[src/rtl/sq_dm_pkg.sv]
// Shared definitions for the SQ DataMover command issuer: opcodes, completion
// codes, MM2S command layout and status bit positions.
package sq_dm_pkg;

  localparam logic [15:0] OP_WRITE = 16'h0001;

  typedef enum logic [2:0] {
    CPL_OKAY         = 3'd0,
    CPL_SLVERR       = 3'd1,
    CPL_DECERR       = 3'd2,
    CPL_INTERR       = 3'd3,
    CPL_BAD_OPCODE   = 3'd4,
    CPL_BAD_LEN      = 3'd5,
    CPL_TIMEOUT      = 3'd6,
    CPL_TAG_MISMATCH = 3'd7
  } cpl_status_e;

  typedef enum logic [1:0] {
    ST_IDLE,
    ST_SEND_CMD,
    ST_WAIT_STS,
    ST_REPORT
  } fsm_state_e;

  // MM2S command layout, LSB first.
  localparam int CMD_W         = 104;
  localparam int CMD_BTT_LSB   = 0;
  localparam int CMD_TYPE_BIT  = 23;
  localparam int CMD_DSA_LSB   = 24;
  localparam int CMD_EOF_BIT   = 30;
  localparam int CMD_DRR_BIT   = 31;
  localparam int CMD_SADDR_LSB = 32;
  localparam int CMD_TAG_LSB   = 96;
  localparam int CMD_RSVD_LSB  = 100;

  localparam int STS_TAG_LSB    = 0;
  localparam int STS_INTERR_BIT = 4;
  localparam int STS_DECERR_BIT = 5;
  localparam int STS_SLVERR_BIT = 6;
  localparam int STS_OKAY_BIT   = 7;

  typedef struct packed {
    logic [31:0]  id;
    logic [15:0]  opcode;
    logic [15:0]  flags;
    logic [63:0]  local_key;
    logic [63:0]  remote_key;
    logic [127:0] btt;
  } sq_entry_t;

  function automatic logic [CMD_W-1:0] build_cmd(input logic [3:0]  tag,
                                                 input logic [63:0] saddr,
                                                 input logic        eof,
                                                 input logic [22:0] btt);
    return {4'b0, tag, saddr, 1'b0, eof, 6'b0, 1'b1, btt};
  endfunction

endpackage

[src/rtl/sq_entry_slot.sv]
// One-deep capture register for decoded SQ entries; entries arriving while the
// slot is occupied and not being drained are dropped and counted.
module sq_entry_slot
  import sq_dm_pkg::*;
(
  input  logic        clk,
  input  logic        rst_n,
  input  logic        entry_valid_i,
  input  sq_entry_t   entry_i,
  input  logic        consume_i,
  output logic        full_o,
  output sq_entry_t   entry_o,
  output logic [15:0] drop_count_o
);

  logic        full_q;
  sq_entry_t   entry_q;
  logic [15:0] drop_q;
  logic        capture;
  logic        drop;

  // A slot being drained this cycle can take the new entry at the same edge.
  assign capture = entry_valid_i && (!full_q || consume_i);
  assign drop    = entry_valid_i && full_q && !consume_i;

  // NOTE: state registers use non-blocking assignments and reset asynchronously;
  // the entry payload is reset as well so nothing stale is visible after reset.
  always_ff @(posedge clk or negedge rst_n) begin
    if (!rst_n) begin
      full_q  <= 1'b0;
      entry_q <= '0;
      drop_q  <= '0;
    end else begin
      full_q <= capture || (full_q && !consume_i);
      if (capture) entry_q <= entry_i;
      if (drop && (drop_q != 16'hFFFF)) drop_q <= drop_q + 16'd1;
    end
  end

  assign full_o       = full_q;
  assign entry_o      = entry_q;
  assign drop_count_o = drop_q;

endmodule

[src/rtl/sq_datamover_cmd_issuer.sv]
// Turns valid SQ WRITE entries into AXI DataMover MM2S commands, waits for the
// matching status and emits one in-order completion per entry.
module sq_datamover_cmd_issuer
  import sq_dm_pkg::*;
#(
  parameter int C_ADDR_WIDTH  = 64,
  parameter int C_BTT_WIDTH   = 23,
  parameter int C_STS_TIMEOUT = 65535
) (
  input  logic               S_AXIS_ACLK,
  input  logic               S_AXIS_ARESETN,
  input  logic [31:0]        rdma_id,
  input  logic [15:0]        rdma_opcode,
  input  logic [15:0]        rdma_flags,
  input  logic [63:0]        rdma_local_key,
  input  logic [63:0]        rdma_remote_key,
  input  logic [127:0]       rdma_btt,
  input  logic               rdma_entry_valid,
  output logic [CMD_W-1:0]   M_AXIS_CMD_TDATA,
  output logic               M_AXIS_CMD_TVALID,
  input  logic               M_AXIS_CMD_TREADY,
  input  logic [7:0]         S_AXIS_STS_TDATA,
  input  logic               S_AXIS_STS_TVALID,
  output logic               S_AXIS_STS_TREADY,
  output logic               cpl_valid,
  output logic [31:0]        cpl_id,
  output logic [63:0]        cpl_remote_key,
  output logic [2:0]         cpl_status,
  output logic               busy,
  output logic [15:0]        drop_count
);

  localparam int TMO_W = $clog2(C_STS_TIMEOUT + 1);

  fsm_state_e              state_q, state_d;
  logic [3:0]              tag_q, tag_d;
  logic [TMO_W-1:0]        tmo_q, tmo_d;
  logic [31:0]             id_q, id_d;
  logic [63:0]             rkey_q, rkey_d;
  logic [C_ADDR_WIDTH-1:0] saddr_q, saddr_d;
  logic                    eof_q, eof_d;
  logic [C_BTT_WIDTH-1:0]  btt_q, btt_d;
  cpl_status_e             status_q, status_d;

  sq_entry_t  slot_entry;
  sq_entry_t  in_entry;
  logic       slot_full;
  logic       consume;
  logic       op_ok;
  logic       len_ok;
  logic       sts_hs;
  cpl_status_e sts_code;

  assign in_entry = '{id:         rdma_id,
                      opcode:     rdma_opcode,
                      flags:      rdma_flags,
                      local_key:  rdma_local_key,
                      remote_key: rdma_remote_key,
                      btt:        rdma_btt};

  sq_entry_slot u_slot (
    .clk           (S_AXIS_ACLK),
    .rst_n         (S_AXIS_ARESETN),
    .entry_valid_i (rdma_entry_valid),
    .entry_i       (in_entry),
    .consume_i     (consume),
    .full_o        (slot_full),
    .entry_o       (slot_entry),
    .drop_count_o  (drop_count)
  );

  assign op_ok  = (slot_entry.opcode == OP_WRITE);
  assign len_ok = ((slot_entry.btt >> C_BTT_WIDTH) == 128'd0) &&
                  (slot_entry.btt[C_BTT_WIDTH-1:0] != '0);

  assign sts_hs = (state_q == ST_WAIT_STS) && S_AXIS_STS_TVALID;

  // A wrong tag outranks any error bits; OKAY with no error bit is still treated as internal error.
  always_comb begin
    sts_code = CPL_INTERR;
    if (S_AXIS_STS_TDATA[STS_TAG_LSB +: 4] != tag_q) sts_code = CPL_TAG_MISMATCH;
    else if (S_AXIS_STS_TDATA[STS_INTERR_BIT])        sts_code = CPL_INTERR;
    else if (S_AXIS_STS_TDATA[STS_DECERR_BIT])        sts_code = CPL_DECERR;
    else if (S_AXIS_STS_TDATA[STS_SLVERR_BIT])        sts_code = CPL_SLVERR;
    else if (S_AXIS_STS_TDATA[STS_OKAY_BIT])          sts_code = CPL_OKAY;
  end

  // NOTE: every signal driven here gets a default first, so no path infers a latch.
  always_comb begin
    state_d  = state_q;
    tag_d    = tag_q;
    tmo_d    = tmo_q;
    id_d     = id_q;
    rkey_d   = rkey_q;
    saddr_d  = saddr_q;
    eof_d    = eof_q;
    btt_d    = btt_q;
    status_d = status_q;
    consume  = 1'b0;

    unique case (state_q)
      ST_IDLE: begin
        if (slot_full) begin
          consume  = 1'b1;
          id_d     = slot_entry.id;
          rkey_d   = slot_entry.remote_key;
          saddr_d  = slot_entry.local_key[C_ADDR_WIDTH-1:0];
          eof_d    = slot_entry.flags[0];
          btt_d    = slot_entry.btt[C_BTT_WIDTH-1:0];
          status_d = CPL_OKAY;
          if (!op_ok) begin
            status_d = CPL_BAD_OPCODE;
            state_d  = ST_REPORT;
          end else if (!len_ok) begin
            status_d = CPL_BAD_LEN;
            state_d  = ST_REPORT;
          end else begin
            state_d  = ST_SEND_CMD;
          end
        end
      end
      ST_SEND_CMD: begin
        if (M_AXIS_CMD_TREADY) begin
          tmo_d   = '0;
          state_d = ST_WAIT_STS;
        end
      end
      ST_WAIT_STS: begin
        if (sts_hs) begin
          status_d = sts_code;
          tag_d    = tag_q + 4'd1;
          state_d  = ST_REPORT;
        end else if (tmo_q == TMO_W'(C_STS_TIMEOUT - 1)) begin
          status_d = CPL_TIMEOUT;
          tag_d    = tag_q + 4'd1;
          state_d  = ST_REPORT;
        end else begin
          tmo_d = tmo_q + 1'b1;
        end
      end
      ST_REPORT: state_d = ST_IDLE;
      default:   state_d = ST_IDLE;
    endcase
  end

  always_ff @(posedge S_AXIS_ACLK or negedge S_AXIS_ARESETN) begin
    if (!S_AXIS_ARESETN) begin
      state_q  <= ST_IDLE;
      tag_q    <= '0;
      tmo_q    <= '0;
      id_q     <= '0;
      rkey_q   <= '0;
      saddr_q  <= '0;
      eof_q    <= 1'b0;
      btt_q    <= '0;
      status_q <= CPL_OKAY;
    end else begin
      state_q  <= state_d;
      tag_q    <= tag_d;
      tmo_q    <= tmo_d;
      id_q     <= id_d;
      rkey_q   <= rkey_d;
      saddr_q  <= saddr_d;
      eof_q    <= eof_d;
      btt_q    <= btt_d;
      status_q <= status_d;
    end
  end

  // Command and completion buses read zero outside their valid windows.
  assign M_AXIS_CMD_TVALID = (state_q == ST_SEND_CMD);
  assign M_AXIS_CMD_TDATA  = M_AXIS_CMD_TVALID ?
                             build_cmd(tag_q, 64'(saddr_q), eof_q, 23'(btt_q)) : '0;
  assign S_AXIS_STS_TREADY = (state_q == ST_WAIT_STS);

  assign cpl_valid      = (state_q == ST_REPORT);
  assign cpl_id         = cpl_valid ? id_q : '0;
  assign cpl_remote_key = cpl_valid ? rkey_q : '0;
  assign cpl_status     = cpl_valid ? status_q : CPL_OKAY;

  assign busy = (state_q != ST_IDLE) || slot_full;

endmodule
[config.mk]
export PLATFORM = sky130hd
export DESIGN_NAME = sq_datamover_cmd_issuer
export DESIGN_NICKNAME = d
export VERILOG_FILES = /design/src/rtl/sq_dm_pkg.sv /design/src/rtl/sq_entry_slot.sv /design/src/rtl/sq_datamover_cmd_issuer.sv
export SDC_FILE = /design/constraint.sdc
export NUM_CORES = 1
export LEC_CHECK = 0
export BUFFER_PORTS_ARGS = -buffer_cell sky130_fd_sc_hd__buf_2
export CAP_MARGIN = 20
export CORE_AREA = 4 4 277 279
export DETAILED_ROUTE_END_ITERATION = 10
export DIE_AREA = 0 0 281 283
export HOLD_SLACK_MARGIN = 0.02
export PLACE_DENSITY = 0.6
export SYNTH_ARGS = -nofsm -noshare
export SYNTH_HDL_FRONTEND = slang
export SYNTH_SLANG_ARGS = --single-unit
[constraint.sdc]
create_clock -name S_AXIS_ACLK -period 4.5 [get_ports S_AXIS_ACLK]
set_clock_uncertainty 0.1 [all_clocks]
set_input_delay 0.9 -clock S_AXIS_ACLK [delete_from_list [all_inputs] [get_ports S_AXIS_ACLK]]
set_output_delay 0.9 -clock S_AXIS_ACLK [all_outputs]
set_load 0.02 [all_outputs]
## After elaboration in Yosys (flattened, before gate mapping)

Cells that the tools add are included.

- Mux-type cells: 30
- Reductions and logical operators: 24
- Add/subtract/negate cells: 3
- Equal/unequal tests: 12

Operators with widths:

| kind | number |
|---|---|
| $logic_not 128->1 | 1 |
| $mux 100 | 1 |
| $mux 64 | 1 |
| $mux 16 | 3 |
| $add 16x1->16 const B | 2 |
| $mux 32 | 1 |
| $pmux 16 s2 | 1 |
| $reduce_bool 23->1 | 1 |
| $mux 3 | 7 |
| $mux 2 | 10 |
| $eq 16x1->1 const B | 1 |
| $eq 16x16->1 const B | 1 |
| $ne 16x16->1 const B | 1 |
| $mux 4 | 2 |
| $pmux 2 s4 | 1 |
| $reduce_bool 2->1 | 4 |
| $logic_and 1x1->1 | 7 |
| $pmux 3 s2 | 1 |
| $reduce_and 3->1 | 2 |
| $add 4x1->4 const B | 1 |
| $eq 2x2->1 const B | 2 |
| $ne 2x1->1 const B | 2 |
| $ne 2x2->1 const B | 2 |
| $ne 4x4->1 | 1 |
| 8 further kinds | 13 |

- Register bits after elaboration: 531
- Logic and storage cells: 86
- Output and inout bits: 223
- Input port bits: 333

## Logic depth before layout (Yosys ltp)

Gate-level depths: netlist of the first run.

- Depth after elaboration: 7
- Mapped depth: 8
- Depth with buffers taken out: 7

## Cells and area by module

A second synthesis of the first run with hierarchy kept.

- Cells, all modules: 1583
- Area total of the unflattened synthesis: 22651.7 um^2

By module, submodules not included:

| module | sequential area each (um^2) | times used | area an instance (um^2) | cells an instance |
|---|---|---|---|---|
| sq_entry_slot | 8433.1 | 1 | 12639.6 | 749 |
| sq_datamover_cmd_issuer | 5230.0 | 1 | 10012.1 | 834 |

## Worst setup path before layout of the first run

No wires, ideal clock.

- Path type: flip-flop to output port
- Start point: register state_q[0]
- End point: output cpl_remote_key[55]
- Arrival time: 1568 ps
- Path buffers: 3
- Cell stages (with the launch flop): 6
- Path slack: 1932 ps
- Required time: 3500 ps
- Cells stage by stage: dfrtp_1 -> ha_1 -> clkbuf_1 -> clkbuf_1 -> clkbuf_1 -> and2_1

- Word-level cells in the longest chain between the ends: 2

RTL lines:

| what | line | RTL |
|---|---|---|
| start: declaration | sq_datamover_cmd_issuer.sv:35 | `fsm_state_e state_q, state_d;` |
| start signal: assignment | sq_datamover_cmd_issuer.sv:158 | `state_q <= state_d;` |
| $eq 2x2->1 | sq_datamover_cmd_issuer.sv:176 | `assign cpl_valid = (state_q == ST_REPORT);` |
| via cpl_valid | sq_datamover_cmd_issuer.sv:25 | `output logic cpl_valid,` |
| $mux 64 | sq_datamover_cmd_issuer.sv:178 | `assign cpl_remote_key = cpl_valid ? rkey_q : '0;` |
| end: declaration | sq_datamover_cmd_issuer.sv:27 | `output logic [63:0] cpl_remote_key,` |

The timed path passes the listed nets, and every way through them passes these cells.

## Worst setup path in the final report of the first run

- Start point: register state_q[1]
- End point: output M_AXIS_CMD_TDATA[87]

- Word-level cells in the longest chain between the ends: 2

RTL lines:

| what | line | RTL |
|---|---|---|
| $eq 2x1->1 | sq_datamover_cmd_issuer.sv:171 | `assign M_AXIS_CMD_TVALID = (state_q == ST_SEND_CMD);` |
| $mux 100 | sq_datamover_cmd_issuer.sv:172 | `assign M_AXIS_CMD_TDATA = M_AXIS_CMD_TVALID ?` |
| end: declaration | sq_datamover_cmd_issuer.sv:19 | `output logic [CMD_W-1:0] M_AXIS_CMD_TDATA,` |

No other way between the ends.

==> summary.txt, run 1 <==
clock-pin slew on the worst setup and hold paths = 0.06 ns
Hold Buf Count CTS = 0
GR Util met3 = 5.07%
Die H = 283 µm
Leak = 13.2 nW
post-synth top area cell = dfrtp_1
Arrival @ worst endpoint = 2.52 ns
num rows = 100
sequential share of power = 40.5%
Core Region = 74,200 µm²
Starting Density = 29.7%
Sw Share = 32.5%
Yosys cell types = 57
CP startpoint kind = flip-flop
Slew Limit Fails = 0
vias in the first global route = 15,700
clock network power share = 24.8%
CP Class = flip-flop to output port
post-synthesis instance total = 1,551
top-area cell type share of the netlist area = 60.3%
CTS buffer count = 60
top post-synthesis cells by area = dfrtp_1 60%, mux2_2 25%, and2_1 5.4%
ys async rst share = 100%
hpwl dp = 43.1 mm
clock tree buffer depth = 3
layout cells sized above 1 = 54.6%
busiest grt layer = met2
Fmax = 0.284 GHz
RSZ-0062 raised after global routing = false
multi-input logic area = 8340 µm²
Worst Max-Slew Pin Slew = 1.07 ns
Internal = 14.1 mW
H-tree Lvls = 2
setup_tns = 0 ns
CTS-repair resized insts = 0
Final ANT Viol Nets = 0
initial antenna violation count = 25
pwr/cell area = 739 nW/µm²
Top FF cell, synth = dfrtp_1
WL/cell = 18.8 µm
Max-cap violations = 0
Vias/cell = 4.55
CTS tree = done
Die X = 281 µm
overall power = 20.8 mW
FF+latch area = 13,300 µm²
outcome = finished clean
P&R area growth vs syn = 27.8%
met1 usage = 16.5%
grt ovf = 0
min cycle time layout = 3.52 ns
Synth Area per Inst = 14.2 µm²
Final WS setup = 0.977 ns
Peak VDD IR = 0.388 mV
routed vias = 14,200
final hold violations = 0
count leader, synth = dfrtp_1
Rel. slew slack = 28.9%
Clock Root Buffer = clkbuf_16
DR iter-0 viols = 490
Crit. End Element = output port
first-pass GRT wire length = 91.4 mm
# setup viols final = 0
most instantiated cells after synthesis = 531 x dfrtp_1, 490 x mux2_2, 192 x and2_1, 40 x clkbuf_1, 35 x nor4_1
I/O pin count = 556
Finished Core Util = 38.0%
period utilisation layout = 78.3%
Gate power share = 34.8%
switching power = 6.77 mW
Fillers = 7,095
Hold Crit Class = input port to async pin
Worst-Skew Late Latency = 0.62 ns
Worst Path Required = 3.50 ns
DRC viols = 0
Ys Warns = 0
Max FO, Critical Path = 62
Post-Syn Area = 22,100 µm²
overall global routing resource usage = 14.5%
Final Wtd Congestion = 0.793
pre-CTS setup slack = 1.47 ns
number of enable flip-flop cells after synthesis = 0
final net count = 2,437
met2 Usage GRT = 25.4%
port bufs = 529
clk sinks = 531
Seq/Total Area, Yosys = 60.3%
die footprint = 79,500 µm²
drt total wl = 58.8 mm
flops & latches, synth = 531
setup repair bufs after CTS = 0
largest net degree at the start of global routing = 94
Pre-antenna DRT Iters = 4
## worst paths after layout
kind                                         from                      to  slack, ns  cells past startpoint
max in group asynchronous          S_AXIS_ARESETN     u_slot.entry_o[194]       3.02                      3
min in group S_AXIS_ACLK   u_slot.drop_count_o[9]  u_slot.drop_count_o[9]       0.39                      1
hold reg to reg            u_slot.drop_count_o[9]  u_slot.drop_count_o[9]       0.39                      1
setup / recovery                       state_q[1]    M_AXIS_CMD_TDATA[87]       0.98                      5
setup reg to reg                       state_q[0]      u_slot.entry_o[75]       1.54                      7
hold / removal                     S_AXIS_ARESETN              rkey_q[36]       0.26                      1
## layout make-up
type	count	area share, %
clock inverter	29	1.41
timing repair buffer	566	11.0
antenna	17	0.151
inverter	14	0.187
sequential	531	47.2
tap	969	4.30
multi-input combinational	923	29.6
clock buffer	82	6.15
## registers in the layout (all words and copies together), names as in the netlist, 2 cells and up
signal	flops
saddr_q	64
u_slot.drop_count_o	16
btt_q	23
u_slot.entry_o	305
id_q	32
tmo_q	16
rkey_q	64
status_q	3
state_q	2
tag_q	4
## placed cells by master, fill, tap and decap left out, types with 17 or more instances in the layout
master and count:
and2_1 192, buf_2 528, buf_4 23, clkbuf_16 60
dfrtp_1 531, diode_2 17, mux2_2 490, nand2_1 21
nand3_1 26, nand4_1 17, nor2_1 18, nor4_1 35
## power by group through the flow
stage	combinational (mW)	sequential, mW	clock, mW
3_3_place_gp	7.17	8.33	0
3_5_place_dp	7.37	8.50	0
6_report	7.24	8.42	5.15
4_1_cts	7.40	8.43	5.33
5_1_grt	7.89	8.70	5.52
2_1_floorplan	5.35	8.04	0
## worst max-delay path, stage by stage (launching register included)
cell and delay [ns]:
dfrtp_1 0.42, inv_1 0.13, ha_2 0.61, buf_12 0.31
and2_1 0.20, buf_2 0.17
## through the flow
stage	hold slack (ns)	instances	instance area (µm²)
after floorplan	0.371	1561	22100
after global placement	0.375	3003	26000
after detailed placement	0.385	3003	26000
after CTS	0.252	3114	28100
after global routing	0.285	3126	28200
final	0.258	3131	28200
## cells by family (layout without fill, tap and decap cells)
logic type      after synthesis  count (layout)  synth area share (%)
simple gates                348             348                  9.46
buf+inv                     107             691                  2.24
other cells                   1              28                0.0170
xor+xnor                     27              27                  1.07
fa+ha+maj                     8               8                 0.454
flops                       531             531                  60.3
compound gates               34              34                  1.24
mux                         495             495                  25.3
## per-layer routing
metal	up-vias	part of all wire, %
li1	6512	-
met1	7231	38
met2	365	51
met3	110	7.7
met4	16	2.8
met5	-	0.20
Note: power is estimated with default switching activity, not from simulation.
==> inputs of run 2 (changes only) <==
--- a/config.mk
+++ b/config.mk
@@ -5,11 +5,12 @@
 export SDC_FILE = /design/constraint.sdc
 export NUM_CORES = 1
 export LEC_CHECK = 0
+export ABC_AREA = 1
 export BUFFER_PORTS_ARGS = -buffer_cell sky130_fd_sc_hd__buf_2
 export CAP_MARGIN = 20
-export CORE_AREA = 4 4 277 279
+export CORE_AREA = 4 4 280 282
 export DETAILED_ROUTE_END_ITERATION = 10
-export DIE_AREA = 0 0 281 283
+export DIE_AREA = 0 0 284 286
 export HOLD_SLACK_MARGIN = 0.02
 export PLACE_DENSITY = 0.6
 export SYNTH_ARGS = -nofsm -noshare
==> constraint.sdc (replaced) <==
create_clock -name S_AXIS_ACLK -period 3.3 [get_ports S_AXIS_ACLK]
set_clock_uncertainty 0.1 [all_clocks]
set_input_delay 0.66 -clock S_AXIS_ACLK [delete_from_list [all_inputs] [get_ports S_AXIS_ACLK]]
set_output_delay 0.66 -clock S_AXIS_ACLK [all_outputs]
set_load 0.02 [all_outputs]
==> summary.txt, run 2 <==
CP Class = flip-flop to output port
clock-pin slew on the worst setup and hold paths = 0.07 ns
DP Area = 26,600 µm²
Max-cap violations = 0
first-pass GRT wire length = 90.4 mm
Post-Syn Area = 22,600 µm²
Clock Root Buffer = clkbuf_16
min cycle time layout = 3.07 ns
crit-path cells = inv_1 > ha_4 > buf_12 > nand2_1 > inv_1 > buf_2
final net count = 2,834
busiest grt layer = met2
GR Util met3 = 3.77%
ys async rst share = 100%
max incr delay on CP = 0.45 ns
Fillers = 7,573
hpwl dp = 42.4 mm
# setup viols final = 0
CTS-repair resized insts = 0
Hold Path Sink = u_slot.entry_o[14]
count leader, synth = dfrtp_1
outcome = finished clean
layout cells sized above 1 = 45.2%
DRC viols = 0
Reg2Reg Depth = 8
pwr/cell area = 987 nW/µm²
Worst-Skew Late Latency = 0.61 ns
Worst Path Required = 2.54 ns
H-tree Lvls = 2
top post-synthesis cells by area = dfrtp_1 59%, mux2_2 23%, nand2_1 5.4%
Seq/Total Area, Yosys = 58.7%
period utilisation layout = 92.9%
Fmax = 0.326 GHz
clock network power share = 24.4%
Core Region = 75,700 µm²
Hold Crit Class = input port to flip-flop
top-area cell type share of the netlist area = 58.7%
Max FO, Critical Path = 51
die footprint = 81,200 µm²
buffers and inverters on the worst path = 4
WL/cell = 16.6 µm
Peak VDD IR = 0.534 mV
Ys Warns = 0
Worst Max-Slew Pin Slew = 0.557 ns
Vias/cell = 4.31
post-synth top area cell = dfrtp_1
Yosys cell types = 38
Pre-antenna DRT Iters = 4
clk sinks = 531
Gate power share = 35.4%
crit-path most repeated cell = inv_1
Internal = 18.9 mW
drt total wl = 58.6 mm
Top FF cell, synth = dfrtp_1
I/O pin count = 556
Die H = 286 µm
setup_tns = 0 ns
RSZ-0062 raised after global routing = false
grt ovf = 0
met2 Usage GRT = 23.7%
commonest non-fill, non-tap cell in the layout = dfrtp_1
initial antenna violation count = 18
most instantiated cells after synthesis = 531 x dfrtp_1, 453 x mux2_2, 326 x nand2_1, 238 x inv_1, 137 x nor2_1
commonest cells after routing, fill and taps aside = 531 x dfrtp_1, 528 x buf_2, 453 x mux2_2
Leak = 15.0 nW
final hold violations = 0
routed vias = 15,200
Die X = 284 µm
largest net degree at the start of global routing = 101
Rel. slew slack = 62.9%
vias in the first global route = 15,800
overall power = 28.3 mW
flops & latches, synth = 531
Crit. End Element = output port
Final Wtd Congestion = 0.813
Final ANT Viol Nets = 0
Sw Share = 33.3%
Slew Limit Fails = 0
number of enable flip-flop cells after synthesis = 0
worst reg2reg endpoint = u_slot.entry_o[184]
clock tree buffer depth = 3
hold path depth = 2
CTS tree = done
met1 usage = 17.4%
port bufs = 529
post-route cell area = 28,700 µm²
Synth Area per Inst = 11.7 µm²
reg2reg start = state_q[0]
Max stage delay cell, worst path = ha_4
number of flip-flops under the largest register name = 305
overall global routing resource usage = 14.0%
Starting Density = 29.9%
worst reg2reg setup slack = 0.74 ns
largest delay contributor family on the critical path = buffers and inverters
post-synthesis instance total = 1,941
P&R area growth vs syn = 26.9%
switching power = 9.43 mW
CP startpoint kind = flip-flop
num rows = 101
CTS buffer count = 58
sequential share of power = 40.2%
Hold Path Origin = rdma_btt[14]
DR iter-0 viols = 776
Arrival @ worst endpoint = 2.31 ns
run 2: per-stage QoR:
step,instances,utilization [%],setup slack [ns],hold WS [ns]
6_report,3531,37.9,0.235,0.180
5_1_grt,3529,37.9,0.0417,0.142
4_1_cts,3520,37.9,0.00860,0.126
3_5_place_dp,3409,35.1,0.676,0.365
3_3_place_gp,3409,35.1,0.679,0.366
2_1_floorplan,1951,-,0.838,0.264
run 2: how the worst max path moves through the flow:
stage	startpoint	end	slack [ns]	cells past startpoint
final	state_q[1]	M_AXIS_CMD_TDATA[84]	0.23	6
after global routing	state_q[1]	M_AXIS_CMD_TDATA[33]	0.04	6
after global placement	state_q[1]	M_AXIS_CMD_TDATA[93]	0.68	6
after CTS	state_q[1]	M_AXIS_CMD_TDATA[93]	0.009	6
after floorplan	state_q[0]	cpl_remote_key[55]	0.84	6
after detailed placement	state_q[1]	M_AXIS_CMD_TDATA[93]	0.68	6
run 2: cell families after synthesis:
group                    after synthesis  synth area share [%]
AND/OR/NAND/NOR                      526                  9.34
multiplexers                         453                  22.5
buffers and inverters                334                  6.38
flip-flops                           531                  58.7
XOR/XNOR                              31                  1.20
AO/OA/AOI/OAI                         57                  1.38
adder cells (fa/ha/maj)                8                 0.442
other                                  1                0.0166
run 2: layer usage:
layer	vias up	wire length, µm	part of all wire (%)
met1	7437	24500	42
met4	10	1580	2.7
li1	7302	-	-
met5	-	56	0.096
met2	376	28700	49
met3	102	3780	6.4
run 2: repair_timing:
| item | CTS | global route |
|---|---|---|
| setup buffers | 0 | 1 |
| hold buffers | 1 | 0 |
| endpoints found under the hold margin | 32 | 0 |
| endpoints found under the setup margin | 0 | 51 |
run 2: cell type report:
type                    instances  area [µm²]  area share (%)
multi-input cells            1086        7980            27.8
inverters                     241         910            3.17
diodes                         10        25.0          0.0871
clock inverters                21         274           0.954
repair buffers                575        3210            11.2
flip-flops and latches        531       13300            46.3
clock buffers                  89        1810            6.31
well taps                     978        1220            4.26
run 2: worst reg2reg max path, stage by stage, from the launching register on:
cell and delay (ns):
dfrtp_1 0.48, inv_1 0.10, ha_1 0.28, inv_2 0.11, nand2_2 0.19, nand2_4 0.17
buf_12 0.23, buf_12 0.31, mux2_2 0.45
run 2: power groups by stage:
stage	sequential, mW	combinational (mW)	clock [mW]
3_5_place_dp	11.5	10.2	0
5_1_grt	11.8	11.1	7.44
6_report	11.4	10.0	6.92
3_3_place_gp	11.4	9.98	0
2_1_floorplan	11.0	7.58	0
4_1_cts	11.4	10.2	7.17
